===== config.mk =====
export PLATFORM = sky130hd
export DESIGN_NAME = retire_tracer
export DESIGN_NICKNAME = d
export VERILOG_FILES = /design/src/rtl/hfrv_trace_pkg.sv /design/src/rtl/trace_fifo.sv /design/src/rtl/retire_tracer.sv
export SDC_FILE = /design/constraint.sdc
export NUM_CORES = 2
export LEC_CHECK = 0
export CORE_MARGIN = 2
export CORE_UTILIZATION = 50
export CTS_CLUSTER_DIAMETER = 30
export DETAILED_ROUTE_END_ITERATION = 8
export GPL_ROUTABILITY_DRIVEN = 0
export PLACE_DENSITY_LB_ADDON = 0.2
export SETUP_SLACK_MARGIN = 0.5
export SKIP_CTS_REPAIR_TIMING = 1
export SLEW_MARGIN = 20
export SYNTH_ARGS = -nofsm -noshare
export SYNTH_HDL_FRONTEND = slang
export SYNTH_SLANG_ARGS = --single-unit

===== constraint.sdc =====
create_clock -name clk -period 39.8 [get_ports clk]
set_input_delay 3.98 -clock clk [delete_from_list [all_inputs] [get_ports clk]]
set_output_delay 3.98 -clock clk [all_outputs]
set_load 0.05 [all_outputs]

===== src/rtl/hfrv_trace_pkg.sv =====
// Shared types, opcode constants and the writeback decode used by the retire tracer.
// A trace record is {pc, instr, rd, wdata, stamp, flags}, 135 bits, MSB first.
package hfrv_trace_pkg;

    localparam logic [6:0] OP_LUI    = 7'b0110111;
    localparam logic [6:0] OP_AUIPC  = 7'b0010111;
    localparam logic [6:0] OP_JAL    = 7'b1101111;
    localparam logic [6:0] OP_JALR   = 7'b1100111;
    localparam logic [6:0] OP_LOAD   = 7'b0000011;
    localparam logic [6:0] OP_OP_IMM = 7'b0010011;
    localparam logic [6:0] OP_OP     = 7'b0110011;
    localparam logic [6:0] OP_SYSTEM = 7'b1110011;

    localparam int FLAG_HAS_WB     = 0;
    localparam int FLAG_WB_MISSING = 1;

    typedef struct packed {
        logic [31:0] pc;
        logic [31:0] instr;
        logic [4:0]  rd;
        logic [31:0] wdata;
        logic [31:0] stamp;
        logic [1:0]  flags;
    } trace_rec_t;

    localparam int REC_W = $bits(trace_rec_t);

    typedef enum logic {
        IDLE    = 1'b0,
        WAIT_WB = 1'b1
    } tracer_state_t;

    // CSR instructions write rd only when funct3 is non-zero (ECALL/EBREAK do not).
    function automatic logic needs_wb(input logic [31:0] instr);
        logic writes;
        writes = 1'b0;
        case (instr[6:0])
            OP_LUI, OP_AUIPC, OP_JAL, OP_JALR,
            OP_LOAD, OP_OP_IMM, OP_OP: writes = 1'b1;
            OP_SYSTEM:                 writes = (instr[14:12] != 3'b000);
            default:                   writes = 1'b0;
        endcase
        return writes && (instr[11:7] != 5'd0);
    endfunction

endpackage


===== src/rtl/trace_fifo.sv =====
// Synchronous FIFO with a registered head output; push+pop is accepted while full.
// The head register always mirrors the oldest entry so the consumer sees it with no read latency.
module trace_fifo #(
    parameter int DEPTH = 16,
    parameter int WIDTH = 135
) (
    input  logic             clk,
    input  logic             reset,
    input  logic             push,
    input  logic [WIDTH-1:0] push_data,
    input  logic             pop,
    output logic [WIDTH-1:0] head,
    output logic             full,
    output logic             empty
);

    localparam int AW = $clog2(DEPTH);

    logic [WIDTH-1:0] mem [DEPTH];
    logic [AW-1:0]    wr_ptr_reg;
    logic [AW-1:0]    rd_ptr_reg;
    logic [AW-1:0]    rd_ptr_inc;
    logic [AW:0]      count_reg;
    logic [AW:0]      count_next;
    logic [WIDTH-1:0] head_reg;
    logic             do_push;
    logic             do_pop;

    assign empty      = (count_reg == '0);
    assign full       = (count_reg == (AW+1)'(DEPTH));
    assign do_pop     = pop && !empty;
    assign do_push    = push && (!full || do_pop);
    assign rd_ptr_inc = rd_ptr_reg + 1'b1;
    assign head       = head_reg;

    always_comb begin
        count_next = count_reg;
        case ({do_push, do_pop})
            2'b10:   count_next = count_reg + 1'b1;
            2'b01:   count_next = count_reg - 1'b1;
            default: count_next = count_reg;
        endcase
    end

    always_ff @(posedge clk) begin
        if (do_push) begin
            mem[wr_ptr_reg] <= push_data;
        end
    end

    always_ff @(posedge clk) begin
        if (!reset) begin
            wr_ptr_reg <= '0;
            rd_ptr_reg <= '0;
            count_reg  <= '0;
            head_reg   <= '0;
        end else begin
            count_reg <= count_next;
            if (do_push) begin
                wr_ptr_reg <= wr_ptr_reg + 1'b1;
            end
            if (do_pop) begin
                rd_ptr_reg <= rd_ptr_inc;
                // Next head comes from storage, or straight from the bypassed push when we drain to one.
                if (count_reg > (AW+1)'(1)) begin
                    head_reg <= mem[rd_ptr_inc];
                end else if (do_push) begin
                    head_reg <= push_data;
                end else begin
                    head_reg <= '0;
                end
            end else if (empty && do_push) begin
                head_reg <= push_data;
            end
        end
    end

endmodule


===== src/rtl/retire_tracer.sv =====
// Pairs retired instructions with their register writeback, stamps them with a cycle count,
// and queues the records on a valid/ready stream for the verification monitor.
module retire_tracer
    import hfrv_trace_pkg::*;
#(
    parameter int DEPTH      = 16,
    parameter int WB_TIMEOUT = 8
) (
    input  logic         clk,
    input  logic         reset,
    input  logic         ret_valid,
    input  logic [31:0]  ret_pc,
    input  logic [31:0]  ret_instr,
    input  logic         wb_en,
    input  logic [4:0]   wb_rd,
    input  logic [31:0]  wb_data,
    output logic         rec_valid,
    input  logic         rec_ready,
    output logic [134:0] rec_data,
    output logic         overflow,
    output logic [15:0]  drop_count
);

    localparam int TW = $clog2(WB_TIMEOUT + 1);

    tracer_state_t state_reg;
    tracer_state_t state_next;

    logic [31:0] stamp_reg;
    trace_rec_t  pend_reg;
    logic [TW-1:0] timer_reg;
    trace_rec_t  skid_reg;
    logic        skid_valid_reg;
    logic        overflow_reg;
    logic [15:0] drop_reg;

    logic [4:0]  ret_rd;
    logic        ret_needs;
    logic        wb_hit_pend;
    logic        wb_hit_ret;
    logic        in_wait;
    logic        close_pend;
    logic        imm_push;
    logic        open_new;
    logic        push_req;
    logic        to_skid;
    logic        pop;
    logic        drop;
    logic        fifo_full;
    logic        fifo_empty;
    logic [REC_W-1:0] fifo_head;

    trace_rec_t  ret_base;
    trace_rec_t  imm_rec;
    trace_rec_t  open_rec;
    trace_rec_t  close_rec;
    trace_rec_t  push_rec;

    assign ret_rd      = ret_instr[11:7];
    assign ret_needs   = needs_wb(ret_instr);
    assign wb_hit_pend = wb_en && (wb_rd == pend_reg.rd);
    assign wb_hit_ret  = wb_en && (wb_rd == ret_rd);
    assign in_wait     = (state_reg == WAIT_WB);

    // Any retire while waiting closes the pending record, matched or not.
    assign close_pend = in_wait && (wb_hit_pend || ret_valid || (timer_reg == TW'(1)));
    assign imm_push   = ret_valid && (!ret_needs || wb_hit_ret);
    assign open_new   = ret_valid && ret_needs && !wb_hit_ret;

    // Only one push per cycle: skid first, then the closing record, then the new retire.
    assign push_req = skid_valid_reg || close_pend || imm_push;
    assign to_skid  = imm_push && (skid_valid_reg || close_pend);
    assign pop      = rec_valid && rec_ready;
    assign drop     = push_req && fifo_full && !pop;

    always_comb begin
        ret_base       = '0;
        ret_base.pc    = ret_pc;
        ret_base.instr = ret_instr;
        ret_base.stamp = stamp_reg;

        open_rec    = ret_base;
        open_rec.rd = ret_rd;

        imm_rec = ret_base;
        if (ret_needs) begin
            imm_rec.rd                 = ret_rd;
            imm_rec.wdata              = wb_data;
            imm_rec.flags[FLAG_HAS_WB] = 1'b1;
        end

        close_rec       = pend_reg;
        close_rec.wdata = '0;
        close_rec.flags = '0;
        if (wb_hit_pend) begin
            close_rec.wdata              = wb_data;
            close_rec.flags[FLAG_HAS_WB] = 1'b1;
        end else begin
            close_rec.flags[FLAG_WB_MISSING] = 1'b1;
        end

        push_rec = imm_rec;
        if (skid_valid_reg) begin
            push_rec = skid_reg;
        end else if (close_pend) begin
            push_rec = close_rec;
        end
    end

    always_comb begin
        state_next = state_reg;
        if (open_new) begin
            state_next = WAIT_WB;
        end else if (close_pend) begin
            state_next = IDLE;
        end
    end

    always_ff @(posedge clk) begin
        if (!reset) begin
            state_reg <= IDLE;
        end else begin
            state_reg <= state_next;
        end
    end

    always_ff @(posedge clk) begin
        if (!reset) begin
            stamp_reg      <= '0;
            pend_reg       <= '0;
            timer_reg      <= '0;
            skid_reg       <= '0;
            skid_valid_reg <= 1'b0;
            overflow_reg   <= 1'b0;
            drop_reg       <= '0;
        end else begin
            stamp_reg <= stamp_reg + 1'b1;
            if (open_new) begin
                pend_reg  <= open_rec;
                timer_reg <= TW'(WB_TIMEOUT);
            end else if (in_wait) begin
                timer_reg <= timer_reg - 1'b1;
            end
            skid_valid_reg <= to_skid;
            if (to_skid) begin
                skid_reg <= imm_rec;
            end
            if (drop) begin
                overflow_reg <= 1'b1;
                if (drop_reg != 16'hFFFF) begin
                    drop_reg <= drop_reg + 1'b1;
                end
            end
        end
    end

    trace_fifo #(
        .DEPTH (DEPTH),
        .WIDTH (REC_W)
    ) u_fifo (
        .clk       (clk),
        .reset     (reset),
        .push      (push_req),
        .push_data (push_rec),
        .pop       (pop),
        .head      (fifo_head),
        .full      (fifo_full),
        .empty     (fifo_empty)
    );

    assign rec_valid  = !fifo_empty;
    assign rec_data   = fifo_head;
    assign overflow   = overflow_reg;
    assign drop_count = drop_reg;

endmodule


==> impl_metrics.json <==
{
  "htree_levels": 5,
  "syn_to_final_growth_pct": 22.3,
  "grt_max_degree": 167,
  "clock_skew_ps": 53.7,
  "grt_use_total_pct": 24.3,
  "reg2reg_slack_ps": 34750,
  "r2r_start": "u_fifo.count_reg[0]",
  "tns_ps": 0,
  "die_h_um": 455,
  "hold_path.class": "flip-flop to flip-flop",
  "numCtsBuffers": 492,
  "met2_usage_pct": 40.5,
  "netlist_instances": 5901,
  "fmax_mhz": 117,
  "wl_per_cell_um": 26.5,
  "cts_tree": "done",
  "rr_worst_depth": 12,
  "grt_pass1_vias": 58000,
  "clock_sinks": 2593,
  "grtUsageMet1_pct": 32.9,
  "combPwrFrac_pct": 22.0,
  "initial_utilization_pct": 50.3,
  "coreArea_um2": 202000,
  "tightest_slew_ps": 1140,
  "layout_commonest_cell": "edfxtp_1",
  "root_buffer": "clkbuf_16",
  "post_route_cells_drive_above_1_share_pct": 24.9,
  "timing.final.crit_share_pct": 21.4,
  "die_area_um2": 207000,
  "dieWidth_um": 455,
  "max_cap_viol_count": 0,
  "synthArstFlopShare_pct": 0,
  "wl_mm": 252,
  "layout_common_cells": "2160 x edfxtp_1, 546 x nand2_1, 540 x mux4_2, 507 x clkbuf_16, 437 x a21oi_1",
  "synth_nets": 6019,
  "synth-edff-count": 2160,
  "fp-row-count": 165,
  "antenna_found_initial": 12,
  "end_kind": "flip-flop",
  "r2r_end": "u_fifo.head[122]",
  "num_io_pins": 259,
  "vias": 56400,
  "layout.nets": 6526,
  "grt_remaining_overflow": 0,
  "final-hold-violation-count": 0,
  "p_sw_uw": 2650,
  "utilization_pct": 61.5,
  "hpwlAfterDp_mm": 134,
  "syn_area_um2": 102000,
  "largest_reg_flops": 2160,
  "portBuffers": 258,
  "drt_iter0_drc": 5464,
  "syn_avg_cell_area_um2": 17.2,
  "setup_violations": 0,
  "critPathKind": "input pin to flip-flop",
  "final_max_slew_viol_count": 0,
  "ys_seq_area_share_pct": 72.3,
  "seqPwrFrac_pct": 33.7,
  "gr-max-usage-layer": "met2",
  "cp.arrival_ps": 9380,
  "critPathLaunchType": "input pin",
  "hold_ws_ps": 448,
  "worstPathRequired_ps": 40650,
  "ys_ff_latch": 2593,
  "clk_pin_slew_ps": 40,
  "power_frac_clock_pct": 44.3,
  "first_pass_iters": 6,
  "use_met3_pct": 3.72,
  "p_total_uw": 9280,
  "fin_crit_ps": 8530,
  "cts_buffer_depth": 4,
  "antenna_left": 0,
  "drc": 0,
  "hold_path_depth": 2,
  "hold_start": "skid_reg[55]",
  "path_max_fanout": 40,
  "switching_share_pct": 28.5,
  "status": "finished clean",
  "pwr_density_cell_nw_per_um2": 74.6,
  "yosys_warnings": 0,
  "p_leak_uw": 0.0403,
  "insertion_delay_ps": 970,
  "vias_per_cell": 5.93,
  "rsz0062_at_grt": "false",
  "internal-power_uw": 6630,
  "grt_pass1_wl_mm": 375,
  "vdd_drop_max_uv": 64.3,
  "hold_path_end": "skid_reg[55]",
  "synth_cell_types": 60,
  "slew_headroom_pct": 23.9,
  "synth_ff_type": "edfxtp_1"
}
[layer usage]
metal	share of wire, %	wire length (µm)	vias to the layer above
li1	-	-	24600
met1	41	104000	29600
met2	50	127000	1898
met3	5.4	13700	397
met4	2.9	7430	0
met5	0	0	-
[power by group through the flow]
stage	clock network, µW	logic (µW)	registers [µW]
global route	4290	2170	3130
floorplan	0	1290	3370
global placement	0	2050	3170
finish	4110	2040	3120
CTS	4160	2070	3130
detailed placement	0	2060	3170
[worst max-delay path: stages]
cell             delay [ps]
clkdlybuf4s50_1         780
nor4b_2                 850
nor3_1                  180
o21a_1                  380
a31oi_4                 630
o31a_2                  760
buf_4                   710
buf_4                   740
a21oi_2                 120
a21oi_1                 170
[final cells by class]
cell class	count	area, µm²
fill	14200	77800
sequential	2593	73500
multi-input combinational	2878	26600
clock buffer	579	13200
timing repair buffer	427	4010
clock inverter	333	3600
tap	2672	3340
inverter	16	67.6
antenna	9	22.5
[cells in the mapped netlist (10+ instances only)]
| master | number | area (µm²) |
|---|---|---|
| a21oi_1 | 439 | 2200 |
| nand4_1 | 13 | 81.3 |
| and2_1 | 10 | 62.6 |
| clkbuf_1 | 256 | 961 |
| edfxtp_1 | 2160 | 64900 |
| mux2i_1 | 269 | 2690 |
| xor2_1 | 41 | 359 |
| xnor2_1 | 14 | 123 |
| buf_2 | 116 | 581 |
| mux4_2 | 540 | 12200 |
| nand3_1 | 61 | 305 |
| a21oi_2 | 83 | 727 |
| inv_1 | 15 | 56.3 |
| buf_4 | 26 | 195 |
| nor2_1 | 91 | 342 |
| and3_1 | 25 | 156 |
| o21ai_0 | 234 | 1170 |
| ha_1 | 12 | 150 |
| nand2_1 | 547 | 2050 |
| nor3_1 | 10 | 50.1 |
| a211oi_1 | 272 | 2040 |
| dfxtp_1 | 433 | 8670 |
| nor2b_1 | 143 | 895 |
[per-stage QoR]
step | setup slack [ps] | cell area (µm²) | cells
floorplan | 24600 | 102000 | 5901
global placement | 30420 | 107000 | 8584
detailed placement | 30450 | 107000 | 8585
CTS | 31450 | 124000 | 9497
global route | 31270 | 124000 | 9504
finish | 31270 | 124000 | 9507
[kinds of logic after synthesis]
family / count (synthesis) / synth area share [%]
multiplexers: 810 / 14.6
AO/OA/AOI/OAI: 1063 / 6.35
buffers and inverters: 430 / 1.90
flip-flops: 2593 / 72.3
adder cells (fa/ha/maj): 12 / 0.148
XOR/XNOR: 55 / 0.474
AND/OR/NAND/NOR: 938 / 4.18
[worst max-delay path by stage]
| stage | from | end | depth (start not counted) |
|---|---|---|---|
| after global placement | ret_instr[6] | u_fifo.head[1] | 10 |
| after floorplan | ret_instr[11] | u_fifo.mem[3][0] | 8 |
| final | ret_instr[6] | u_fifo.head[122] | 10 |
| after detailed placement | ret_instr[6] | u_fifo.head[1] | 10 |
| after global routing | ret_instr[6] | u_fifo.head[122] | 10 |
| after CTS | ret_instr[6] | u_fifo.head[122] | 10 |
No activity file was read; power rests on OpenSTA's default activity.
